### src/rtl/dawg_cache_set_pkg.sv
// dawg_cache_set_pkg: FSM encodings, default geometry and width helper shared by the DAWG set.
package dawg_cache_set_pkg;
    localparam int DEF_NUM_WAYS    = 4;
    localparam int DEF_NUM_DOMAINS = 2;
    localparam int DEF_ADDR_WIDTH  = 32;
    localparam logic [1:0] S_IDLE   = 2'd0;
    localparam logic [1:0] S_OS_UPD = 2'd1;
    localparam logic [1:0] S_LOOKUP = 2'd2;
    localparam logic [1:0] S_RESP   = 2'd3;
    function automatic int clog2_min1(input int n);
        return (n <= 2) ? 1 : $clog2(n);
    endfunction
endpackage

### src/rtl/dawg_victim_sel.sv
// dawg_victim_sel: picks the fill way for a miss -- lowest free allowed way, else the first
// allowed way at or above rr_ptr (wrapping).
module dawg_victim_sel
    import dawg_cache_set_pkg::*;
#(
    parameter int NUM_WAYS = DEF_NUM_WAYS,
    parameter int IW       = clog2_min1(NUM_WAYS)
) (
    input  logic [NUM_WAYS-1:0] valid,
    input  logic [NUM_WAYS-1:0] mask,
    input  logic [IW-1:0]       rr_ptr,
    output logic [NUM_WAYS-1:0] victim_oh,
    output logic [IW-1:0]       victim_idx,
    output logic                victim_any
);
    localparam logic [IW:0] NW = (IW+1)'(NUM_WAYS);
    logic [NUM_WAYS-1:0]   free;
    logic [2*NUM_WAYS-1:0] dbl;
    logic [NUM_WAYS-1:0]   rot;
    logic [IW-1:0]         free_idx, off, rr_idx;
    logic [IW:0]           rr_sum, rr_wrap;
    assign free = mask & ~valid;
    // rotating the mask right by rr_ptr turns the wrapped scan into a lowest-bit search
    assign dbl = {mask, mask} >> rr_ptr;
    assign rot = dbl[NUM_WAYS-1:0];
    always_comb begin
        free_idx = '0;
        off = '0;
        for (int i = NUM_WAYS - 1; i >= 0; i--) begin
            if (free[i]) free_idx = IW'(i);
            if (rot[i]) off = IW'(i);
        end
    end
    assign rr_sum = {1'b0, rr_ptr} + {1'b0, off};
    assign rr_wrap = rr_sum - NW;
    assign rr_idx = (rr_sum >= NW) ? rr_wrap[IW-1:0] : rr_sum[IW-1:0];
    assign victim_any = |mask;
    assign victim_idx = (|free) ? free_idx : rr_idx;
    assign victim_oh = victim_any ? (NUM_WAYS'(1) << victim_idx) : '0;
endmodule

### src/rtl/dawg_cache_set.sv
// dawg_cache_set: one cache set with DAWG way partitioning across OS-programmed protection domains.
// Define DAWG_STATS_EN to add saturating per-domain hit/miss counters (stat_hits, stat_misses).
module dawg_cache_set
    import dawg_cache_set_pkg::*;
#(
    parameter int NUM_WAYS    = DEF_NUM_WAYS,
    parameter int NUM_DOMAINS = DEF_NUM_DOMAINS,
    parameter int ADDR_WIDTH  = DEF_ADDR_WIDTH,
`ifdef DAWG_STATS_EN
    parameter int STAT_WIDTH  = 16,
`endif
    parameter int DW          = clog2_min1(NUM_DOMAINS)
) (
    input  logic                  clk,
    input  logic                  reset,
    input  logic                  os_req_valid,
    output logic                  os_req_ready,
    input  logic [DW-1:0]         os_domain,
    input  logic [NUM_WAYS-1:0]   os_waymask,
    input  logic                  user_req_valid,
    output logic                  user_req_ready,
    input  logic [DW-1:0]         user_domain,
    input  logic [ADDR_WIDTH-1:0] user_addr,
    output logic                  resp_valid,
    input  logic                  resp_ready,
    output logic                  resp_hit,
    output logic [NUM_WAYS-1:0]   resp_hitmap,
    output logic                  resp_evict_valid,
    output logic [ADDR_WIDTH-1:0] resp_evict_addr
`ifdef DAWG_STATS_EN
    ,
    output logic [NUM_DOMAINS*STAT_WIDTH-1:0] stat_hits,
    output logic [NUM_DOMAINS*STAT_WIDTH-1:0] stat_misses
`endif
);
    localparam int IW = clog2_min1(NUM_WAYS);
    logic [1:0]            state;
    logic [NUM_WAYS-1:0]   valid;
    logic [ADDR_WIDTH-1:0] tag [NUM_WAYS];
    logic [NUM_WAYS-1:0]   waymask [NUM_DOMAINS];
    logic [IW-1:0]         rr_ptr [NUM_DOMAINS];
    logic [DW-1:0]         req_dom, os_dom;
    logic [ADDR_WIDTH-1:0] req_addr;
    logic [NUM_WAYS-1:0]   os_mask, dom_mask, match, vic_oh;
    logic [IW-1:0]         vic_idx, rr_next;
    logic                  hit, vic_any, fill, evict;
    assign os_req_ready = state == S_IDLE;
    assign user_req_ready = state == S_IDLE && !os_req_valid;
    assign resp_valid = state == S_RESP;
    assign dom_mask = waymask[req_dom];
    // a tag match outside the requester's mask must never count as a hit
    always_comb begin
        match = '0;
        for (int w = 0; w < NUM_WAYS; w++) match[w] = valid[w] && tag[w] == req_addr && dom_mask[w];
    end
    assign hit = |match;
    assign fill = state == S_LOOKUP && !hit && vic_any;
    assign evict = valid[vic_idx];
    assign rr_next = (vic_idx == IW'(NUM_WAYS - 1)) ? '0 : vic_idx + IW'(1);
    dawg_victim_sel #(.NUM_WAYS(NUM_WAYS), .IW(IW)) u_vsel (
        .valid      (valid),
        .mask       (dom_mask),
        .rr_ptr     (rr_ptr[req_dom]),
        .victim_oh  (vic_oh),
        .victim_idx (vic_idx),
        .victim_any (vic_any)
    );
    always_ff @(posedge clk or negedge reset) begin
        if (!reset) begin
            state <= S_IDLE;
            valid <= '0;
            req_dom <= '0;
            req_addr <= '0;
            os_dom <= '0;
            os_mask <= '0;
            resp_hit <= 1'b0;
            resp_hitmap <= '0;
            resp_evict_valid <= 1'b0;
            resp_evict_addr <= '0;
            for (int d = 0; d < NUM_DOMAINS; d++) begin
                waymask[d] <= {NUM_WAYS{d == 0}};
                rr_ptr[d] <= '0;
            end
        end else begin
            case (state)
                S_IDLE: begin
                    if (os_req_valid) begin
                        os_dom <= os_domain;
                        os_mask <= os_waymask;
                        state <= S_OS_UPD;
                    end else if (user_req_valid) begin
                        req_dom <= user_domain;
                        req_addr <= user_addr;
                        state <= S_LOOKUP;
                    end
                end
                S_OS_UPD: begin
                    valid <= valid & ~(waymask[os_dom] & ~os_mask);
                    waymask[os_dom] <= os_mask;
                    state <= S_IDLE;
                end
                S_LOOKUP: begin
                    resp_hit <= hit;
                    resp_hitmap <= hit ? match : vic_oh;
                    resp_evict_valid <= fill && evict;
                    resp_evict_addr <= (fill && evict) ? tag[vic_idx] : '0;
                    if (fill) begin
                        valid[vic_idx] <= 1'b1;
                        if (evict) rr_ptr[req_dom] <= rr_next;
                    end
                    state <= S_RESP;
                end
                default: if (resp_ready) state <= S_IDLE;
            endcase
        end
    end
    always_ff @(posedge clk) if (fill) tag[vic_idx] <= req_addr;
`ifdef DAWG_STATS_EN
    always_ff @(posedge clk or negedge reset) begin
        if (!reset) begin
            stat_hits <= '0;
            stat_misses <= '0;
        end else if (state == S_LOOKUP) begin
            for (int d = 0; d < NUM_DOMAINS; d++) begin
                if (int'(req_dom) == d && hit && !(&stat_hits[d*STAT_WIDTH +: STAT_WIDTH]))
                    stat_hits[d*STAT_WIDTH +: STAT_WIDTH] <= stat_hits[d*STAT_WIDTH +: STAT_WIDTH] + STAT_WIDTH'(1);
                if (int'(req_dom) == d && !hit && !(&stat_misses[d*STAT_WIDTH +: STAT_WIDTH]))
                    stat_misses[d*STAT_WIDTH +: STAT_WIDTH] <= stat_misses[d*STAT_WIDTH +: STAT_WIDTH] + STAT_WIDTH'(1);
            end
        end
    end
`endif
endmodule

### config.mk
export PLATFORM = sky130hd
export DESIGN_NAME = dawg_cache_set
export DESIGN_NICKNAME = d
export VERILOG_FILES = /design/src/rtl/dawg_cache_set_pkg.sv /design/src/rtl/dawg_victim_sel.sv /design/src/rtl/dawg_cache_set.sv
export SDC_FILE = /design/constraint.sdc
export NUM_CORES = 1
export LEC_CHECK = 0
export CAP_MARGIN = 20
export CORE_ASPECT_RATIO = 0.6
export CORE_UTILIZATION = 55
export CTS_CLUSTER_SIZE = 8
export DETAILED_ROUTE_END_ITERATION = 10
export GPL_TIMING_DRIVEN = 0
export PLACE_DENSITY = 0.76
export SLEW_MARGIN = 20
export SYNTH_ARGS = -nofsm -noshare
export SYNTH_HDL_FRONTEND = slang
export SYNTH_HIERARCHICAL = 1
export SYNTH_SLANG_ARGS = --single-unit
### constraint.sdc
create_clock -name clk -period 5 [get_ports clk]
set_input_delay 0.75 -clock clk [delete_from_list [all_inputs] [get_ports clk]]
set_output_delay 0.75 -clock clk [all_outputs]
set_load 0.05 [all_outputs]
# Word-level counts from Yosys, hierarchy flattened
# Memories as Yosys holds them, arrays and structs flattened.
# Index checks and enable logic that the tools add are counted.
[op_classes] n_mux=41 n_shift=2 n_bitwise=10 addsub=3 n_eq_ne=10 reduce_logical=28 magnitude_cmp=7
[ops] cell="$eq 32x32->1" n=4
[ops] cell="$mux 4" n=10
[ops] cell="$mux 2" n=18
[ops] cell="$mux 32" n=1
[ops] cell="$logic_and 1x1->1" n=15
[ops] cell="$and 4x4->4" n=3
[ops] cell="$not 4->4" n=3
[ops] cell="$reduce_or 4->1" n=3
[ops] cell="$bwmux 8" n=1
[ops] cell="$pmux 4 s2" n=1
[ops] cell="$shr 8x2->4" n=1
[ops] cell="$eq 2x2->1 const B" n=3
[ops] cell="$pmux 2 s3" n=1
[ops] cell="$reduce_and 2->1" n=3
[ops] cell="$reduce_and 3->1" n=2
[ops] cell="$bwmux 4" n=1
[ops] cell="$demux 4 s1" n=1
[ops] cell="$ge 2x2->1 const B" n=2
[ops] cell="$lt 2x1->1 const B" n=2
[ops] cell="$mux 1" n=4
[ops] cell="$not 1->2" n=2
[ops] cell="$or 4x4->4" n=1
[ops] cell="$reduce_bool 4->1" n=1
[ops] cell="$shl 1x2->4 const A" n=1
[ops] cell="16 further kinds" n=17
[totals] output_inout_bits=41 memories=1 ff_bits=94 inputBits=43 ram_bits=128
[memory_table] memory="tag" depth=4 width=32 rd=5 rd_clocked_by_memory_dff=0 write_ports=1 line="dawg_cache_set.sv:39" rtl="logic [ADDR_WIDTH-1:0] tag [NUM_WAYS];"

# Longest topological paths before layout
# Gate-level depths: netlist of the first run.
[logic_depth] word_depth=20 ltp_mapped=20 mapped_depth_nobuf=17

# Modules after synthesis
# Netlist of the first run, hierarchy kept.
[by_module_without_submodules] mod="dawg_cache_set" instances=1 area_per_inst_um2=10114.7 seq_area_each_um2=6200.9 cells_each=657
[by_module_without_submodules] mod="dawg_victim_sel" instances=1 area_per_inst_um2=301.5 seq_area_each_um2=0.0 cells_each=47

# Worst setup path after synthesis of the first run
# Ideal clock, no wire load.
[synth_timing] path_type="register -> register" from="register req_dom" to="memory tag[1][0] (netlist name) (enable)" slack_ns=0.934 path_stages_with_launch=18 setup_time_ns=0.404 arrival_time_ns=3.662 required_ns=4.596 path_cell_list="dfrtp_1 > buf_4 > mux2_2 > buf_2 > o21ai_0 > a21oi_1 > nor3_1 > a21oi_1 > ha_1 > xor2_1 > a21o_1 > and3_4 > nor2b_1 > clkbuf_1 > buf_1 > inv_1 > ha_1 > and3_1"
[synth_via] elab_chain_cells=13
[synth_lines] element="start: declaration" line="dawg_cache_set.sv:42" rtl="logic [DW-1:0] req_dom, os_dom;"
[synth_lines] element="start signal: assignment" line="dawg_cache_set.sv:92" rtl="req_dom <= user_domain;"
[synth_lines] element="$not 1->2 (not written as such) (*)" line="dawg_cache_set.sv:50, dawg_cache_set.sv:63"
[synth_lines] element="$mux 4 (not written as such) / $mux 2 (equally long branches) (3 in series)" line="dawg_cache_set.sv:50, dawg_cache_set.sv:63"
[synth_lines] element="$shr 8x2->4" line="dawg_victim_sel.sv:24" rtl="assign dbl = {mask, mask} >> rr_ptr;"
[synth_lines] element="$mux 2 (4 in series)" line="dawg_victim_sel.sv:31" rtl="if (rot[i]) off = IW'(i);"
[synth_lines] element="$add 2x2->3" line="dawg_victim_sel.sv:34" rtl="assign rr_sum = {1'b0, rr_ptr} + {1'b0, off};"
[synth_lines] element="$ge 3x3->1 / $sub 2x1->2 (equally long branches)" line="dawg_victim_sel.sv:36, dawg_victim_sel.sv:35"
[synth_lines] element="$mux 2" line="dawg_victim_sel.sv:36" rtl="assign rr_idx = (rr_sum >= NW) ? rr_wrap[IW-1:0] : rr_sum[IW-1:0];"
[synth_lines] element="$mux 2 (*)" line="dawg_victim_sel.sv:38" rtl="assign victim_idx = (|free) ? free_idx : rr_idx;"
[synth_lines] element="named net vic_idx[1]" line="dawg_cache_set.sv:45" rtl="logic [IW-1:0] vic_idx, rr_next;"
[synth_lines] element="end: declaration" line="dawg_cache_set.sv:39"
# Mark *: on every way through the listed nets, which the timed path passes. The rest lies on a longest branch. The select of a mux whose other input is x is not followed.

# Worst setup path after layout of the first run
[layout_timing] from="register req_dom" to="memory tag[1][13] (netlist name) (enable)"
[layout_via] elab_chain_cells=13
[layout_lines] element="$not 1->2 (not written as such) (*)" line="dawg_cache_set.sv:50" rtl="assign dom_mask = waymask[req_dom];"
[layout_lines] element="$mux 4 (not written as such) (*) (3 in series)" line="dawg_cache_set.sv:50"
[layout_lines] element="named net dom_mask[2]" line="dawg_cache_set.sv:44" rtl="logic [NUM_WAYS-1:0] os_mask, dom_mask, match, vic_oh;"
[layout_lines] element="$shr 8x2->4" line="dawg_victim_sel.sv:24"
[layout_lines] element="$mux 2 (4 in series)" line="dawg_victim_sel.sv:31"
[layout_lines] element="$add 2x2->3" line="dawg_victim_sel.sv:34"
[layout_lines] element="$ge 3x3->1 / $sub 2x1->2 (equally long branches)" line="dawg_victim_sel.sv:36, dawg_victim_sel.sv:35"
[layout_lines] element="$mux 2" line="dawg_victim_sel.sv:36"
[layout_lines] element="$mux 2 (*)" line="dawg_victim_sel.sv:38"
[layout_lines] element="named net vic_idx[1]" line="dawg_cache_set.sv:45"
# Marked as above.

==> results.cfg, run 1 <==
[critical_path]
crit_slowest_cell = mux2_2
arrival_ns = 5.01
critPathCaptureType = register
max_stage_delay_ns = 0.42
required_ns = 5.30
path_class = register to register
crit_family = buffers and inverters
cp_cell_sequence = buf_4 > mux2_2 > buf_6 > nor2_1 > o22ai_1 > a32oi_1 > a21oi_1 > ha_1 > xor2_1 > a21o_1 > and3_4 > nor2b_1 > clkbuf_2 > buf_2 > inv_1 > ha_1 > and3_2 > buf_16
crit_buf_inv = 6
cp_common_cell = ha_1
worstSetupStartpointType = register
reg2reg_from = req_dom$_DFFE_PN0P_
crit_start = req_dom$_DFFE_PN0P_
cp_max_fo = 19

[place]
gp_congestion = 0.9055
dp_hpwl_um = 19840
io_buffers = 83
pre_cts_slack_ns = -0.05084
dp.cells = 1032

[sta]
worst_slew_pin_slew_ns = 0.9935
hold_slack_ns = 0.1227
max_freq_ghz = 0.2124
finalHoldViolations = 0
rsz0062_at_grt = false
period_minus_slack_ns = 4.708
setup_slack_ns = 0.2918
slew_headroom_pct = 33.77
finClkSkew_ns = 0.01923
final_max_slew_viol_count = 0
setup_viol = 0
min_period_over_period_pct = 94.16

[cts]
clkTransAtPathRegs_ns = 0.05
cts_root_buffer = clkbuf_16
cts_resized = 1
cts.sinks = 222
cts_htree_levels = 1
cts_tree = built
cts_buffer_depth = 3
postCtsSetupBuffers = 0
cts_hold_buf = 0
clk_latency_ns = 0.56
numCtsBuffers = 31

[synth]
ys_top_cells_by_area = edfxtp_1 37%, dfrtp_1 22%, xnor2_1 7.8%, mux4_2 6.9%, mux2_2 6.1%
synth_seq_area_share_pct = 59.53
synth-edff-count = 128
synthArstFlopShare_pct = 42.34
syn_area_per_cell_um2 = 14.80
ys_warn_count = 6
synth_most_common_cell = edfxtp_1
synth_seq_cells = 222
syn-num-nets = 756
ys_types = 58
synth.top_cell.area_share_pct = 36.90
synth_flop_cell = edfxtp_1
synth_common_cells = 128 x edfxtp_1, 93 x xnor2_1, 90 x dfrtp_1, 56 x mux2_2, 34 x a22o_1
yosys.area.top_type = edfxtp_1
synthCells = 704
synthesis.area_um2 = 10420

[grt]
grt_max_degree = 57
overflow = 0
grt_pass1_wl_um = 41220
antenna_found_initial = 1
grt_usage_pct = 29.47
grt_pass1_vias = 6601

[routing]
first_pass_iters = 10
antenna_left = 0
drt_wl_total_um = 27840
drc_errors = 6
vias = 6654
wl_per_cell_um = 25.54
drt_iter0_markers = 847
vias_per_cell = 6.105

[final_layout]
area_growth_pct = 20.88
final_core_util_pct = 68.78
fill_cells = 1290
antenna_cells = 0
drive_gt1_share_pct = 20.59
fin_cells = 1090
fin_nets = 877

[floorplanning]
initial_core_util_pct = 56.90
ios = 84
die_x_um = 179.7
die_h_um = 108.6
coreArea_um2 = 18310
dieArea_um2 = 19510
rows = 38

[run_status]
status = complete, but fails checks
violations = DRC

[hold_path]
hp-class = input port to async pin

[job]
maxCapViolations = 0
[metal layers]
| layer | share of wire [%] | track usage (%) | vias to the layer above |
|---|---|---|---|
| li1 | - | - | 2866 |
| met1 | 45 | 42.86 | 3386 |
| met2 | 42 | 43.55 | 351 |
| met3 | 11 | 9.599 | 51 |
| met4 | 1.9 | 5.850 | 0 |
| met5 | 0 | 0 | - |
[kinds of logic after synthesis]
kind of cell / count (synthesis) / synth area share (%)
muxes: 95 / 13.71
adders and majority gates: 9 / 1.081
buffers and inverters: 74 / 3.592
DFF: 222 / 59.53
AOI/OAI and AO/OA: 75 / 5.778
xor gates and xnor gates: 117 / 9.982
and+or+nand+nor: 112 / 6.330
[worst reg2reg max path, delay by kind of cell (launching register included)]
| family | cells | cell delay, ns |
|---|---|---|
| XOR/XNOR | 1 | 0.16 |
| adder cells (fa/ha/maj) | 2 | 0.40 |
| AO/OA/AOI/OAI | 4 | 0.60 |
| buffers and inverters | 6 | 1.50 |
| AND/OR/NAND/NOR | 4 | 1.02 |
| multiplexers | 1 | 0.42 |
| flip-flops | 1 | 0.34 |
[flip-flops by register name, indices dropped and copies added, names as in the netlist]
name,cells
tag,128
req_addr,32
resp_evict_addr,32
waymask,8
os_mask,4
resp_hitmap,4
rr_ptr,4
valid,4
state,2
os_dom,1
req_dom,1
resp_evict_valid,1
resp_hit,1
[through the flow]
| stage | area, um^2 | setup TNS, ns |
|---|---|---|
| 6_report | 12590 | 0 |
| 5_1_grt | 12590 | 0 |
| 4_1_cts | 12590 | 0 |
| 3_5_place_dp | 11680 | -1.647 |
| 3_3_place_gp | 11550 | -68.63 |
| 2_1_floorplan | 10420 | 0 |
[path summary, 6_finish.rpt]
kind,endpoint,slack (ns),depth (start not counted)
min in group clk,resp_evict_valid$_DFFE_PN0P_,0.48,1
worst min register to register,resp_evict_valid$_DFFE_PN0P_,0.48,1
worst max-delay path,tag[1][13]$_DFFE_PP_,0.29,18
worst max register to register,tag[1][13]$_DFFE_PP_,0.29,18
worst min-delay path,req_addr[10]$_DFFE_PN0P_,0.12,1
max in group asynchronous,waymask[4]$_DFFE_PN1P_,4.19,2
[layout make-up]
class | instances | area, um^2 | share of cell area, %
Timing Repair Buffer | 88 | 962.2 | 7.642
Sequential cell | 222 | 6201 | 49.25
Clock inverter | 1 | 20.02 | 0.1590
Tap cell | 240 | 300.3 | 2.385
Clock buffer | 57 | 883.3 | 7.016
Multi-Input combinational cell | 408 | 3846 | 30.55
Buffer | 53 | 299.0 | 2.375
Inverter | 21 | 78.83 | 0.6261
[cells in the final DEF, fill, tap and decap left out, types with 22 or more instances in the layout]
master and n:
a22o_1 34, clkbuf_1 52, clkbuf_16 31, clkdlybuf4s50_1 82
dfrtp_1 90, edfxtp_1 128, mux2_2 56, mux4_2 32
nand4_1 24, xnor2_1 93, xor2_1 22
Power of run 1 is not shown: default switching activity piles up to over one toggle a cycle in this logic, so the estimate is an artifact.
==> run 2: changes to the inputs <==
CTS_CLUSTER_DIAMETER = 80   (was not set)
SETUP_SLACK_MARGIN = 0.4   (was not set)
==> run 2 against run 1 <==
Net effect:
- the run still ends with DRC left
- sequential share of layout area shrank 0.073 points
- highest routed layer unchanged
- critical path depth unchanged
- clock-buffer cell count is the same
- die area unchanged
- worst hold slack worse by 0.0017 ns
- fmax is 7.8% higher
- wire length is 0.36% lower
- design area up 0.15%
- clock skew rose by 0.0049 ns
- core utilization is 0.10 points higher
- worst setup slack better by 0.34 ns
==> results.cfg, run 2 (synthesis results as in run 1) <==
[run_status]
status = complete, but fails checks
violations = DRC

[critical_path]
worstSetupStartpointType = register
path_class = register to register
worst-r2r-cell-count = 18
arrival_ns = 4.68
cp_max_fo = 19
critPathCaptureType = register
required_ns = 5.31

[cts]
cts_tree = built
cts_htree_levels = 1
clk_latency_ns = 0.57
cts_root_buffer = clkbuf_16
clkTransAtPathRegs_ns = 0.05
cts.sinks = 222
cts_hold_buf = 0
numCtsBuffers = 31
cts_buffer_depth = 3

[place]
gp_congestion = 0.9055
pre_cts_slack_ns = -0.05084
dp.cells = 1032
placed_cell_area_um2 = 11680
io_buffers = 83
dp_hpwl_um = 19840

[grt]
grt_max_degree = 57
grt_pass1_wl_um = 41230
grt_usage_pct = 29.47
overflow = 0
grt_pass1_vias = 6601
antenna_found_initial = 1

[floorplanning]
die_h_um = 108.6
ios = 84
initial_core_util_pct = 56.90
die_x_um = 179.7
coreArea_um2 = 18310
rows = 38
dieArea_um2 = 19510

[final_layout]
area_growth_pct = 21.06
antenna_cells = 0
final_cell_mix = 128 x edfxtp_1, 93 x xnor2_1, 90 x dfrtp_1, 82 x clkdlybuf4s50_1, 56 x mux2_2
reg.largest.list = tag (128), req_addr (32), resp_evict_addr (32)
largest_reg_flops = 128
final_area_um2 = 12610
regMostFlops = tag
fin_cells = 1090
fin_nets = 877
drive_gt1_share_pct = 20.94
mostFrequentLayoutCell = edfxtp_1

[sta]
slew_headroom_pct = 33.98
max_freq_ghz = 0.2290
setup_slack_ns = 0.6328
period_minus_slack_ns = 4.367
min_period_over_period_pct = 87.34
finalHoldViolations = 0
rsz0062_at_grt = false
setup_viol = 0
worst_slew_pin_slew_ns = 0.9904
finClkSkew_ns = 0.02414
final_max_slew_viol_count = 0

[routing]
drt_iter0_markers = 907
first_pass_iters = 8
drt_wl_total_um = 27740
vias = 6619
wl_per_cell_um = 25.45
drc_errors = 7
antenna_left = 0
vias_per_cell = 6.072

[hold_path]
hp-class = input port to async pin

[job]
maxCapViolations = 0
==> run 2: repair_timing <==
item | in CTS | in global routing
resized for setup | 6 | 13
buffers inserted | 0 | 0
setup endpoints to repair | 128 | 113
==> run 2: final timing paths <==
check	slack [ns]	end	startpoint
min	0.12	req_addr[10]$_DFFE_PN0P_	reset
max reg2reg	0.63	tag[0][17]$_DFFE_PP_	req_dom$_DFFE_PN0P_
max in group asynchronous	4.19	waymask[4]$_DFFE_PN1P_	reset
min in group clk	0.48	resp_evict_valid$_DFFE_PN0P_	resp_evict_valid$_DFFE_PN0P_
max	0.63	tag[0][17]$_DFFE_PP_	req_dom$_DFFE_PN0P_
min reg2reg	0.48	resp_evict_valid$_DFFE_PN0P_	resp_evict_valid$_DFFE_PN0P_
==> run 2: metal layers <==
layer | vias to the layer above | GRT usage, % | share of wire [%]
li1 | 2876 | - | -
met1 | 3377 | 42.86 | 44
met2 | 322 | 43.58 | 43
met3 | 44 | 9.599 | 12
met4 | 0 | 5.850 | 1.8
met5 | - | 0 | 0
==> run 2: worst max-delay path, cell delays in order (launching register included) <==
cell and delay, ns:
dfrtp_1 0.34, buf_4 0.20, mux2_2 0.42, buf_6 0.16, nor2_1 0.13, o22ai_1 0.11
a32oi_1 0.19, a21oi_1 0.10, ha_1 0.19, xor2_1 0.16, a21o_1 0.18, and3_4 0.18
nor2b_2 0.22, clkbuf_4 0.29, buf_4 0.26, inv_1 0.11, ha_1 0.21, and3_2 0.39
buf_16 0.25
==> run 2: cell type report <==
class | instances | area (um^2)
plain buffers | 53 | 311.5
well taps | 240 | 300.3
flip-flops and latches | 222 | 6201
inverters | 21 | 78.83
fillers | 1286 | 5695
multi-input cells | 408 | 3852
clock inverters | 1 | 20.02
repair buffers | 88 | 962.2
clock buffers | 57 | 883.3
==> run 2: stage by stage <==
step	utilization (%)	hold slack, ns	TNS, ns
finish	68.89	0.1210	0
global route	68.89	0.1425	0
global placement	63.08	0.4683	-68.63
detailed placement	63.83	0.4764	-1.647
CTS	68.82	0.1266	0
floorplan	-	0.4544	0
Power of run 2 is left out for the same reason.
==> run 3: changes to the inputs <==
RECOVER_POWER = 100   (was not set)
clock period = 5.1 ns   (was 5 ns; I/O delays follow)
==> run 3 against run 2 <==
Net effect:
- the flow finishes with violations (DRC, capacitance limit, slew limit)
- core utilization decreased by 0.34 points
- non-clock buffer count did not move
- worst setup slack got worse by 0.19 ns
- sequential share of layout area rose by 0.25 points
- fmax shrank 6.3%
- design area decreased by 0.50%
- worst hold slack better by 0.36 ns
- wire length up 0.14%
- register-to-register slack worse by 0.19 ns
- first-iteration DRC count decreased by 8.3%
- via count grew 0.32%
- die area stayed put
==> results.cfg, run 3 (synthesis results as in run 1) <==
[run_status]
status = complete, but fails checks
violations = DRC, capacitance limit, slew limit

[cts]
numCtsBuffers = 31
cts_root_buffer = clkbuf_16
cts_htree_levels = 1
cts_hold_buf = 0
clk_latency_ns = 0.56
cts.sinks = 222
cts_buffer_depth = 3
clkTransAtPathRegs_ns = 0.05
cts_tree = built
postCtsSetupBuffers = 0

[sta]
final_max_slew_viol_count = 40
max_freq_ghz = 0.2145
setup_slack_ns = 0.4389
hold_slack_ns = 0.4771
period_minus_slack_ns = 4.661
setup_viol = 0
fin_setup_tns_ns = 0
finalHoldViolations = 0
worst_slew_pin_slew_ns = 2.496
finClkSkew_ns = 0.01730
slew_headroom_pct = -66.41
rsz0062_at_grt = false
min_period_over_period_pct = 91.39

[final_layout]
final_cell_mix = 128 x edfxtp_1, 93 x xnor2_1, 90 x dfrtp_1, 55 x mux2_2, 52 x clkbuf_1
drive_gt1_share_pct = 19.88
fin_nets = 877
regMostFlops = tag
antenna_cells = 0
area_growth_pct = 20.46
mostFrequentLayoutCell = edfxtp_1
largest_reg_flops = 128
final_area_um2 = 12550
reg.largest.list = tag (128), req_addr (32), resp_evict_addr (32)

[floorplanning]
die_h_um = 108.6
dieArea_um2 = 19510
ios = 84
coreArea_um2 = 18310
rows = 38
initial_core_util_pct = 56.90
die_x_um = 179.7

[routing]
drt_wl_total_um = 27780
vias_per_cell = 6.092
antenna_left = 0
wl_per_cell_um = 25.49
drt_iter0_markers = 832
first_pass_iters = 10
drc_errors = 6
vias = 6640

[place]
io_buffers = 83
placed_cell_area_um2 = 11680
dp_hpwl_um = 19840
gp_congestion = 0.9055
pre_cts_slack_ns = 0.04916

[hold_path]
hp-start = resp_evict_valid$_DFFE_PN0P_
hp-class = register to register

[critical_path]
crit_start = req_dom$_DFFE_PN0P_
crit_slowest_cell = mux2_1
cp_max_fo = 19
critPathCaptureType = register
required_ns = 5.41
crit_buf_inv = 6
max_stage_delay_ns = 0.43
reg2reg_from = req_dom$_DFFE_PN0P_
worstSetupStartpointType = register
arrival_ns = 4.97
cp_cell_sequence = buf_4 > mux2_1 > buf_6 > nor2_1 > o22ai_1 > a32oi_1 > a21oi_1 > ha_1 > xor2_1 > nand3_2 > and3_1 > nor2b_1 > clkbuf_4 > clkbuf_4 > inv_1 > ha_1 > and3_2 > buf_16
crit_family = buffers and inverters
path_class = register to register

[job]
maxCapViolations = 1

[grt]
grt_usage_pct = 29.48
grt_max_degree = 57
antenna_found_initial = 1
grt_pass1_wl_um = 41230
overflow = 0
grt_pass1_vias = 6591
run 3: path summary, 6_finish.rpt:
kind | slack [ns] | cells past startpoint | endpoint
worst max-delay path | 0.44 | 18 | tag[1][15]$_DFFE_PP_
worst min-delay path | 0.48 | 1 | resp_evict_valid$_DFFE_PN0P_
worst max register to register | 0.44 | 18 | tag[1][15]$_DFFE_PP_
worst min register to register | 0.48 | 1 | resp_evict_valid$_DFFE_PN0P_
max in group asynchronous | 1.64 | 2 | valid[0]$_DFFE_PN0P_
min in group asynchronous | 0.98 | 1 | resp_evict_addr[30]$_DFFE_PN0P_
run 3: final cells by class:
class	count	area (um^2)
plain buffers	53	299.0
clock buffers	57	883.3
clock inverters	1	20.02
fillers	1297	5758
inverters	21	78.83
multi-input cells	408	3832
flip-flops and latches	222	6201
well taps	240	300.3
repair buffers	88	932.1
run 3: stage by stage:
stage	cells	util, %
after floorplan	704	-
after global placement	1027	63.08
after detailed placement	1032	63.83
after CTS	1090	68.82
after global routing	1090	68.54
final	1090	68.54
run 3: repair_timing:
item                                    in CTS  in global routing
gates cloned                                 0                  0
endpoints found under the setup margin      98                 93
resized for setup                            4                 13
run 3: metal layers:
metal	GRT usage (%)	wire length, um	vias to the layer above
li1	-	-	2880
met1	43.11	12350	3380
met2	43.89	11810	338
met3	9.262	3169	42
met4	5.172	452	0
met5	0	0	-
Power of run 3 is left out for the same reason.
